$ cat src/rtl/spi_master_seq_pkg.sv
// rtl/spi_master_seq_pkg.sv - shared widths, opcode/state enums and frame builder for spi_master_seq
package spi_master_seq_pkg;

    localparam int DATA_W          = 8;
    localparam int CMD_W           = 2;
    localparam int RD_TURN_DEFAULT = 2;
    localparam int GAP_DEFAULT     = 1;
    localparam int FRAME_BITS      = 1 + CMD_W + DATA_W;

    typedef enum logic [CMD_W-1:0] {
        OP_WR_ADDR = 2'b00,
        OP_WR_DATA = 2'b01,
        OP_RD_ADDR = 2'b10,
        OP_RD_DATA = 2'b11
    } op_e;

    typedef enum logic [2:0] {
        ST_IDLE,
        ST_SHIFT,
        ST_TURN,
        ST_RECV,
        ST_GAP
    } state_e;

    // Leading bit repeats the rd/wr flag so the slave can decode direction on the first clock.
    function automatic logic [FRAME_BITS-1:0] build_frame(input op_e op, input logic [DATA_W-1:0] data);
        return {op[CMD_W-1], op, data};
    endfunction

endpackage

$ cat src/rtl/spi_master_seq_if.sv
// rtl/spi_master_seq_if.sv - requester-side request/response bundle for spi_master_seq
interface spi_master_seq_if;
    import spi_master_seq_pkg::*;

    logic              req_valid;
    logic              req_ready;
    logic [CMD_W-1:0]  req_op;
    logic [DATA_W-1:0] req_data;
    logic              rsp_valid;
    logic [DATA_W-1:0] rsp_data;
    logic              err;
    logic              busy;

    modport master (
        output req_valid, req_op, req_data,
        input  req_ready, rsp_valid, rsp_data, err, busy
    );

    modport slave (
        input  req_valid, req_op, req_data,
        output req_ready, rsp_valid, rsp_data, err, busy
    );

endinterface

$ cat src/rtl/spi_master_shreg.sv
// rtl/spi_master_shreg.sv - MOSI parallel-in/serial-out and MISO serial-in/parallel-out shift registers
module spi_master_shreg
    import spi_master_seq_pkg::*;
(
    input  logic                  clk,
    input  logic                  rst_n,
    input  logic                  load,
    input  logic                  shift,
    input  logic                  clear,
    input  logic                  capture,
    input  logic [FRAME_BITS-1:0] frame,
    input  logic                  miso,
    output logic                  mosi,
    output logic [DATA_W-1:0]     rx_next
);

    logic [FRAME_BITS-1:0] tx;
    logic [DATA_W-2:0]     rx;

    // Only DATA_W-1 bits are stored; the final MISO bit goes straight into rx_next.
    assign rx_next = {rx, miso};

    always_ff @(posedge clk or negedge rst_n) begin
        if (!rst_n) begin
            tx   <= '0;
            rx   <= '0;
            mosi <= 1'b0;
        end else begin
            if (load) begin
                mosi <= frame[FRAME_BITS-1];
                tx   <= {frame[FRAME_BITS-2:0], 1'b0};
            end else if (shift) begin
                mosi <= tx[FRAME_BITS-1];
                tx   <= {tx[FRAME_BITS-2:0], 1'b0};
            end else if (clear) begin
                mosi <= 1'b0;
            end
            if (capture) begin
                rx <= rx_next[DATA_W-2:0];
            end
        end
    end

endmodule

$ cat src/rtl/spi_master_seq.sv
// rtl/spi_master_seq.sv - SPI frame sequencer for one requester; SPI_MASTER_SEQ_CHECK_EN rejects RD_DATA without a prior RD_ADDR
module spi_master_seq
    import spi_master_seq_pkg::*;
#(
    parameter int RD_TURN = RD_TURN_DEFAULT,
    parameter int GAP     = GAP_DEFAULT
) (
    input  logic                clk,
    input  logic                rst_n,
    spi_master_seq_if.slave     bus,
    output logic                SS_n,
    output logic                MOSI,
    input  logic                MISO
);

    localparam logic [3:0] SHIFT_LAST = 4'(FRAME_BITS - 1);
    localparam logic [3:0] TURN_LAST  = 4'(RD_TURN - 1);
    localparam logic [3:0] RECV_LAST  = 4'(DATA_W - 1);
    localparam logic [3:0] GAP_LAST   = 4'(GAP - 1);

    state_e              state;
    logic [3:0]          cnt;
    op_e                 op_q;
    op_e                 req_op;
    logic                gap_done;
    logic                accept;
    logic                reject;
    logic                frame_load;
    logic [DATA_W-1:0]   payload;
    logic [DATA_W-1:0]   rx_next;

    assign req_op   = op_e'(bus.req_op);
    assign gap_done = (state == ST_GAP) && (cnt == GAP_LAST);
    // Ready in the last GAP cycle lets back-to-back frames keep SS_n high for exactly GAP cycles.
    assign bus.req_ready = rst_n && ((state == ST_IDLE) || gap_done);
    assign accept     = bus.req_valid && bus.req_ready;
    assign frame_load = accept && !reject;
    assign payload    = (req_op == OP_RD_DATA) ? '0 : bus.req_data;
    assign bus.busy   = (state != ST_IDLE);

`ifdef SPI_MASTER_SEQ_CHECK_EN
    logic rd_pend;

    assign reject = accept && (req_op == OP_RD_DATA) && !rd_pend;

    always_ff @(posedge clk or negedge rst_n) begin
        if (!rst_n) begin
            rd_pend <= 1'b0;
            bus.err <= 1'b0;
        end else begin
            bus.err <= reject;
            if (state == ST_SHIFT && cnt == SHIFT_LAST && op_q == OP_RD_ADDR) begin
                rd_pend <= 1'b1;
            end else if (accept && req_op == OP_RD_DATA) begin
                rd_pend <= 1'b0;
            end
        end
    end
`else
    assign reject  = 1'b0;
    assign bus.err = 1'b0;
`endif

    spi_master_shreg u_shreg (
        .clk     (clk),
        .rst_n   (rst_n),
        .load    (frame_load),
        .shift   ((state == ST_SHIFT) && (cnt != SHIFT_LAST)),
        .clear   ((state == ST_SHIFT) && (cnt == SHIFT_LAST)),
        .capture (state == ST_RECV),
        .frame   (build_frame(req_op, payload)),
        .miso    (MISO),
        .mosi    (MOSI),
        .rx_next (rx_next)
    );

    always_ff @(posedge clk or negedge rst_n) begin
        if (!rst_n) begin
            state         <= ST_IDLE;
            cnt           <= '0;
            op_q          <= OP_WR_ADDR;
            SS_n          <= 1'b1;
            bus.rsp_valid <= 1'b0;
            bus.rsp_data  <= '0;
        end else begin
            bus.rsp_valid <= 1'b0;
            case (state)
                ST_SHIFT: begin
                    if (cnt == SHIFT_LAST) begin
                        cnt <= '0;
                        if (op_q == OP_RD_DATA) begin
                            state <= ST_TURN;
                        end else begin
                            state <= ST_GAP;
                            SS_n  <= 1'b1;
                        end
                    end else begin
                        cnt <= cnt + 4'd1;
                    end
                end
                ST_TURN: begin
                    if (cnt == TURN_LAST) begin
                        cnt   <= '0;
                        state <= ST_RECV;
                    end else begin
                        cnt <= cnt + 4'd1;
                    end
                end
                ST_RECV: begin
                    if (cnt == RECV_LAST) begin
                        cnt           <= '0;
                        state         <= ST_GAP;
                        SS_n          <= 1'b1;
                        bus.rsp_valid <= 1'b1;
                        bus.rsp_data  <= rx_next;
                    end else begin
                        cnt <= cnt + 4'd1;
                    end
                end
                default: begin
                    if (frame_load) begin
                        state <= ST_SHIFT;
                        cnt   <= '0;
                        SS_n  <= 1'b0;
                        op_q  <= req_op;
                    end else if (state == ST_GAP) begin
                        if (gap_done) begin
                            state <= ST_IDLE;
                        end else begin
                            cnt <= cnt + 4'd1;
                        end
                    end
                end
            endcase
        end
    end

endmodule

$ cat src/flat_wrapper.sv
// flat-port wrapper written by rule: the top's interface ports become plain ports
module spi_master_seq_flat import spi_master_seq_pkg::*;
#(
    parameter int RD_TURN = RD_TURN_DEFAULT,
    parameter int GAP     = GAP_DEFAULT
)
  (clk, rst_n, SS_n, MOSI, MISO, bus_req_valid, bus_req_op, bus_req_data, bus_req_ready, bus_rsp_valid, bus_rsp_data, bus_err, bus_busy);
  spi_master_seq_if bus_i ();
  input  logic clk;
  input  logic rst_n;
  output logic SS_n;
  output logic MOSI;
  input  logic MISO;
  input wire logic [$bits(bus_i.req_valid)-1:0] bus_req_valid;
  input wire logic [$bits(bus_i.req_op)-1:0] bus_req_op;
  input wire logic [$bits(bus_i.req_data)-1:0] bus_req_data;
  output wire logic [$bits(bus_i.req_ready)-1:0] bus_req_ready;
  output wire logic [$bits(bus_i.rsp_valid)-1:0] bus_rsp_valid;
  output wire logic [$bits(bus_i.rsp_data)-1:0] bus_rsp_data;
  output wire logic [$bits(bus_i.err)-1:0] bus_err;
  output wire logic [$bits(bus_i.busy)-1:0] bus_busy;
  assign bus_i.req_valid = bus_req_valid;
  assign bus_i.req_op = bus_req_op;
  assign bus_i.req_data = bus_req_data;
  assign bus_req_ready = bus_i.req_ready;
  assign bus_rsp_valid = bus_i.rsp_valid;
  assign bus_rsp_data = bus_i.rsp_data;
  assign bus_err = bus_i.err;
  assign bus_busy = bus_i.busy;
  spi_master_seq #(.RD_TURN(RD_TURN), .GAP(GAP)) u_core (.clk(clk), .rst_n(rst_n), .bus(bus_i), .SS_n(SS_n), .MOSI(MOSI), .MISO(MISO));
endmodule
$ cat config.mk
export PLATFORM = sky130hd
export DESIGN_NAME = spi_master_seq_flat
export DESIGN_NICKNAME = d
export VERILOG_FILES = /design/src/rtl/spi_master_seq_pkg.sv /design/src/rtl/spi_master_seq_if.sv /design/src/rtl/spi_master_shreg.sv /design/src/rtl/spi_master_seq.sv /design/src/flat_wrapper.sv
export SDC_FILE = /design/constraint.sdc
export NUM_CORES = 1
export LEC_CHECK = 0
export CAP_MARGIN = 25
export CORE_MARGIN = 2
export CORE_UTILIZATION = 53
export CTS_CLUSTER_DIAMETER = 60
export CTS_CLUSTER_SIZE = 14
export DETAILED_ROUTE_END_ITERATION = 7
export HOLD_SLACK_MARGIN = 0.08
export PLACE_DENSITY = 0.81
export SLEW_MARGIN = 5
export SYNTH_ARGS = -nofsm -noshare
export SYNTH_HDL_FRONTEND = slang
export SYNTH_HIERARCHICAL = 1
export SYNTH_SLANG_ARGS = --single-unit
$ cat constraint.sdc
create_clock -name clk -period 2.5 [get_ports clk]
set_input_delay 0.5 -clock clk [delete_from_list [all_inputs] [get_ports clk]]
set_output_delay 0.5 -clock clk [all_outputs]
set_load 0.05 [all_outputs]
==> metrics.md, run 1 <==
| Metric | Value |
|---|---|
| Register area share after synthesis | 49.1% |
| Worst-skew pair later-pin latency | 0.34 ns |
| FFs w/ async S/R, synth | 100% |
| Outcome | complete, no violations |
| Routed vias | 1368 |
| Lkg Pwr | 1.04 nW |
| Period utilization | 94.5% |
| Hold crit path type | in -> async |
| Power per Cell Area | 990 mW/mm² |
| Main synth FF type | dfrtp_1 |
| Clock Sinks | 37 |
| Max-slew violation count | 0 |
| CP startpoint kind | flop |
| RSZ-0062 raised after global routing | false |
| CTS Buf Count | 5 |
| Routing usage on met3 | 6.43% |
| Main combinational cell family by area after synthesis | simple AND/OR/NAND/NOR gates |
| DIE HEIGHT | 63.7 µm |
| WS Path Type | reg -> out |
| Hold slack | 0.162 ns |
| Reg area | 927 µm² |
| Initial antenna violation count | 0 |
| GPL Wtd Cong | 0.824 |
| Area taken by multi-input logic gates | 882 µm² |
| Setup bufs post-CTS | 0 |
| Starting density of the core | 55.7% |
| Share of cells above drive strength 1 | 19.3% |
| Synth Area in Compound Gates | 11.5% |
| Mean area per synthesized cell | 10.9 µm² |
| Synth Register Bits | 37 |
| PnR worst setup slack | 0.138 ns |
| Fmax | 423 MHz |
| Critical Path AT | 1.86 ns |
| Clock root cell | clkbuf_4 |
| PortBufs | 26 |
| Post-synth EDFFs | 0 |
| # diodes | 0 |
| Die Area | 0.00406 mm² |
| Row count | 21 |
| Antenna viol nets, final | 0 |
| 1st-iter DRT viols | 95 |
| Setup TNS Final | 0 ns |
| Dpl cell area | 0.00219 mm² |
| Max VDD drop | 534 µV |
| Dpl ws | 0.366 ns |
| Max-Cap Viols | 0 |
| Mapped Area | 0.00189 mm² |
| Pin count of the biggest net entering global routing | 20 |
| Synth Area in Adders | 2.65% |
| GR Util All Layers | 19.4% |
| Fillers | 258 |
| DR WL/cell | 14.1 µm |
| Mux contribution to synthesized area | 15.5% |
| Yosys Warn Count | 6 |
| GR peak layer | met2 |
| First-pass GRT wire length | 6070 µm |
| Vias in the first global route | 1280 |
| WL final | 3490 µm |
| Worst-path fanout max | 5 |
| Post-layout min period | 2.36 ns |
| Clock tree buffer depth | 2 |
| Dpl hpwl | 2570 µm |
| Fin area | 0.00225 mm² |
| CTS tree | built |
| Core area | 0.00339 mm² |
| Drt first pass iters | 4 |
| Simple-gate area share of the yosys netlist | 16.8% |
| Cells after synthesis | 174 |
| H-Tree Level Count | 2 |
| # IOs | 28 |
| Grt met1 use | 25.7% |
| Met2 Usage GRT | 29.7% |
| Final Hold Viols | 0 |
| Final net count | 220 |
| Die X | 63.7 µm |
| Kind of end point of the critical path | output pin |
| Synth-to-layout area growth | 19.0% |
| Vias/cell | 5.52 |
| Fin Clk Skew | 0.00640 ns |
| Total grt overflow | 0 |
| Xor and xnor area share after synthesis | 0% |
| Least-Margin Pin Slew | 0.618 ns |
| Post-route DRC | 0 |
| CTS clk-pin slew, worst paths | 0.10 ns |
| Post-synth cell types | 45 |
| Relative slew margins | 58.6% |
| Worst path required time | 2.00 ns |
| # setup viols final | 0 |
| Synth Net Count | 192 |
[cells by family (layout without fill, tap and decap cells)]
logic type	Yosys count	in the layout
other cells	1	1
fa+ha+maj	4	4
simple gates	56	56
mux	27	27
buf+inv	15	43
flops	37	37
compound gates	34	34
[flip-flops by register name, summed over array words and instances (netlist names)]
register	flops
u_core/u_shreg/tx	10
u_core/bus.rsp_data	8
u_core/u_shreg/rx	7
u_core/cnt	4
u_core/state	3
u_core/op_q	2
u_core/SS_n	1
u_core/bus.rsp_valid	1
u_core/u_shreg/mosi	1
[path summary, 6_finish.rpt]
path,startpoint,end,slack (ns),cells after the start
setup reg to reg,u_core/cnt[0]$_DFFE_PN0P_,u_core/u_shreg/tx[2]$_DFFE_PN0P_,0.33,9
max in group asynchronous,rst_n,u_core/SS_n$_DFFE_PN1P_,2.08,2
hold reg to reg,u_core/SS_n$_DFFE_PN1P_,u_core/SS_n$_DFFE_PN1P_,0.49,2
min in group clk,u_core/SS_n$_DFFE_PN1P_,u_core/SS_n$_DFFE_PN1P_,0.49,2
hold / removal,rst_n,u_core/cnt[2]$_DFFE_PN0P_,0.16,2
setup / recovery,u_core/cnt[0]$_DFFE_PN0P_,bus_req_ready,0.14,6
[cell type report]
class                   count  area share [%]
multi-input cells         122            39.3
inverters                   5           0.836
well taps                  46            2.56
clock buffers               7            2.45
repair buffers             31            13.6
flip-flops and latches     37            41.3
[cells in the mapped netlist (all sizes together), types with 2 or more instances]
master | n | area share, %
or3 | 2 | 0.66
buf | 8 | 2.7
nand3 | 2 | 0.53
ha | 4 | 2.7
a21oi | 6 | 1.8
nor2 | 6 | 1.2
dfrtp | 36 | 48
nor2b | 3 | 0.99
a31oi | 2 | 0.66
a22o | 2 | 0.93
nand2b | 3 | 0.99
and3 | 2 | 0.66
and3b | 2 | 0.93
mux2i | 9 | 4.8
o31ai | 2 | 0.79
o21ai | 16 | 4.8
or3b | 2 | 1.1
nand2 | 19 | 3.9
clkbuf | 2 | 0.46
inv | 5 | 0.99
mux2 | 18 | 11
and2 | 9 | 3.1
nand4 | 2 | 0.99
[layer usage]
metal / up-vias / part of all wire, %
met5: - / 0
met2: 52 / 49
met3: 6 / 5.4
met4: 0 / 1.4
li1: 664 / -
met1: 646 / 44
[report_power, final]
group	switching (mW)	internal, mW
registers	0.155	0.759
clock network	0.182	0.133
logic	0.540	0.456
[metrics by stage]
| step | instances | util (%) | total power, mW |
|---|---|---|---|
| 2_1_floorplan | 174 | - | 1.67 |
| 3_3_place_gp | 241 | 64.6 | 1.87 |
| 3_5_place_dp | 241 | 64.6 | 1.92 |
| 4_1_cts | 248 | 66.2 | 2.24 |
| 5_1_grt | 248 | 66.3 | 2.38 |
| 6_report | 248 | 66.3 | 2.22 |
[placed cells by master, fill, tap and decap left out, types with 3 or more instances in the layout]
cell type	synthesis	layout
o21ai_0	6	6
and2_1	8	8
clkbuf_4	0	5
dfrtp_1	36	36
buf_4	2	5
mux2_2	18	18
mux2i_1	9	9
a21oi_1	5	5
nor2_1	6	6
nand2b_1	3	3
nand2_1	18	18
inv_1	5	5
ha_1	4	4
clkdlybuf4s50_1	0	23
nor2b_1	3	3
o21ai_1	9	9
[worst max-delay path, cell delays in order (launching register included)]
cell and delay, ns:
dfrtp_1 0.44, inv_1 0.10, ha_1 0.14, or3b_4 0.39
nand2_2 0.10, and3_1 0.21, buf_12 0.15
[repair_timing]
action	CTS	global route
hold buffers	0	0
resized for setup	0	1
setup endpoints to repair	0	1
Power figures use the tool's default switching activity.
==> inputs of run 2 (changes only) <==
- CORE_MARGIN: 2 -> 10
==> run 2 against run 1 <==
Net effect: die area rose by 57%; cell count rose by 0.40%; clock power rose by 38%; global-route usage fell by 6.3 points; via count rose by 0.15%; critical endpoint unchanged.
==> metrics.md, run 2 (synthesis gave the netlist of run 1 again) <==
| Metric | Value |
|---|---|
| Outcome | complete, no violations |
| NetSw | 884 µW |
| Biggest regs | u_core/u_shreg/tx (10), u_core/bus.rsp_data (8), u_core/u_shreg/rx (7) |
| Synth-to-layout area growth | 20.5% |
| Clock root cell | clkbuf_4 |
| Vias/cell | 5.50 |
| Dpl hpwl | 2890 µm |
| 1st-iter DRT viols | 223 |
| Max reg flops | 10 |
| Top reg by flops | u_core/u_shreg/tx |
| Pin count of the biggest net entering global routing | 23 |
| Relative slew margins | 58.5% |
| CP startpoint kind | flop |
| Worst-skew pair later-pin latency | 0.34 ns |
| Fin Clk Skew | 0.00534 ns |
| Core area | 0.00339 mm² |
| Max-slew violation count | 0 |
| CTS tree | built |
| # setup viols final | 0 |
| Worst-path fanout max | 5 |
| Crit path max-delay family | simple AND/OR/NAND/NOR gates |
| Most common cell after layout, fill and taps aside | dfrtp_1 |
| Max-Cap Viols | 0 |
| Post-layout min period | 2.38 ns |
| CP bufs+invs | 2 |
| Initial antenna violation count | 0 |
| Clock tree buffer depth | 2 |
| Hold crit path type | in -> async |
| Lkg Pwr | 1.06 nW |
| Sw Ratio | 37.8% |
| Setup bufs post-CTS | 0 |
| Die Area | 0.00635 mm² |
| PnR worst setup slack | 0.122 ns |
| # diodes | 0 |
| Drt first pass iters | 4 |
| Total power | 2.34 mW |
| First-pass GRT wire length | 6760 µm |
| Period utilization | 95.1% |
| WS Path Type | reg -> out |
| Power per Cell Area | 1030 mW/mm² |
| CTS Buf Count | 5 |
| Fillers | 259 |
| CTS clk-pin slew, worst paths | 0.11 ns |
| Worst-path cell chain | inv_1 -> ha_1 -> or3b_4 -> nand2_2 -> and3_1 -> buf_12 |
| Kind of end point of the critical path | output pin |
| Commonest non-fill, non-tap cells in the layout | dfrtp_1 (36), clkdlybuf4s50_1 (23), nand2_1 (18), mux2_2 (18) |
| Row count | 21 |
| Total grt overflow | 0 |
| WL final | 3880 µm |
| Antenna viol nets, final | 0 |
| CP max stage delay | 0.44 ns |
| Least-Margin Pin Slew | 0.621 ns |
| RSZ-0062 raised after global routing | false |
| Post-route DRC | 0 |
| Final net count | 220 |
| Routed vias | 1370 |
| # IOs | 28 |
| Starting density of the core | 55.7% |
| PortBufs | 26 |
| Fmax | 420 MHz |
| Comb power frac | 42.6% |
| Final Hold Viols | 0 |
| Die X | 79.7 µm |
| Pint | 1.45 mW |
| GR Util All Layers | 13.1% |
| DR WL/cell | 15.6 µm |
| Dpl ws | 0.430 ns |
| Clock Power Share | 18.5% |
| Max VDD drop | 704 µV |
| Vias in the first global route | 1408 |
| Share of cells above drive strength 1 | 19.7% |
| Worst path required time | 2.00 ns |
| Sequential power share | 38.9% |
| Critical Path AT | 1.88 ns |
| DIE HEIGHT | 79.7 µm |
| H-Tree Level Count | 2 |
| Clock Sinks | 37 |
| Setup TNS Final | 0 ns |
| GPL Wtd Cong | 0.844 |
| Slowest cell on the critical path | dfrtp_1 |
==> run 2: cell count changes in the layout (fill, tap and decap cells not counted) <==
cell       change
bufinv_16      +1
==> run 2: routing by layer <==
metal,routed length (µm),track usage (%)
met5,0,0
met4,57,4.48
met3,361,5.97
met2,1880,20.9
met1,1580,15.2
==> run 2: final timing paths <==
kind,start,endpoint,slack [ns],depth (start not counted)
worst max register to register,u_core/cnt[0]$_DFFE_PN0P_,u_core/u_shreg/mosi$_DFFE_PN0P_,0.44,9
worst min register to register,u_core/SS_n$_DFFE_PN1P_,u_core/SS_n$_DFFE_PN1P_,0.49,2
max in group asynchronous,rst_n,u_core/SS_n$_DFFE_PN1P_,2.08,2
min in group clk,u_core/SS_n$_DFFE_PN1P_,u_core/SS_n$_DFFE_PN1P_,0.49,2
worst min-delay path,rst_n,u_core/state[1]$_DFFE_PN0P_,0.16,2
worst max-delay path,u_core/cnt[0]$_DFFE_PN0P_,bus_req_ready,0.12,6
==> run 2: timing repair <==
action | 4_1_cts | 5_1_grt
hold buffers | 0 | 0
setup endpoints to repair | 0 | 1
gates resized for setup | 0 | 1
==> run 2: area by class of cell <==
type | count | area [µm²] | area share [%]
flip-flops and latches | 37 | 927 | 40.7
multi-input cells | 122 | 882 | 38.8
repair buffers | 31 | 305 | 13.4
well taps | 46 | 57.6 | 2.53
clock buffers | 7 | 55.1 | 2.42
clock inverters | 1 | 30.0 | 1.32
inverters | 5 | 18.8 | 0.825
==> run 2: worst reg2reg max path, cell delays in order (launching register included) <==
cell,delay (ns)
dfrtp_1,0.44
inv_1,0.10
ha_1,0.14
or3b_4,0.39
nand2_2,0.10
nand4_2,0.24
inv_1,0.11
buf_4,0.22
nor2b_1,0.15
a21oi_1,0.06
==> run 2: power by group through the flow <==
stage | clock [mW] | sequential (mW) | combinational (mW)
6_report | 0.433 | 0.909 | 0.995
5_1_grt | 0.466 | 0.936 | 1.10
4_1_cts | 0.443 | 0.906 | 1.00
3_5_place_dp | 0 | 0.919 | 0.997
3_3_place_gp | 0 | 0.904 | 0.961
2_1_floorplan | 0 | 0.951 | 0.719
==> run 2: through the flow <==
stage	area, µm²	util [%]	std cells	hold slack [ns]
after floorplan	1890	-	174	0.204
after global placement	2190	64.6	241	0.476
after detailed placement	2190	64.6	241	0.481
after CTS	2270	67.1	249	0.162
after global routing	2280	67.1	249	0.171
final	2280	67.1	249	0.164
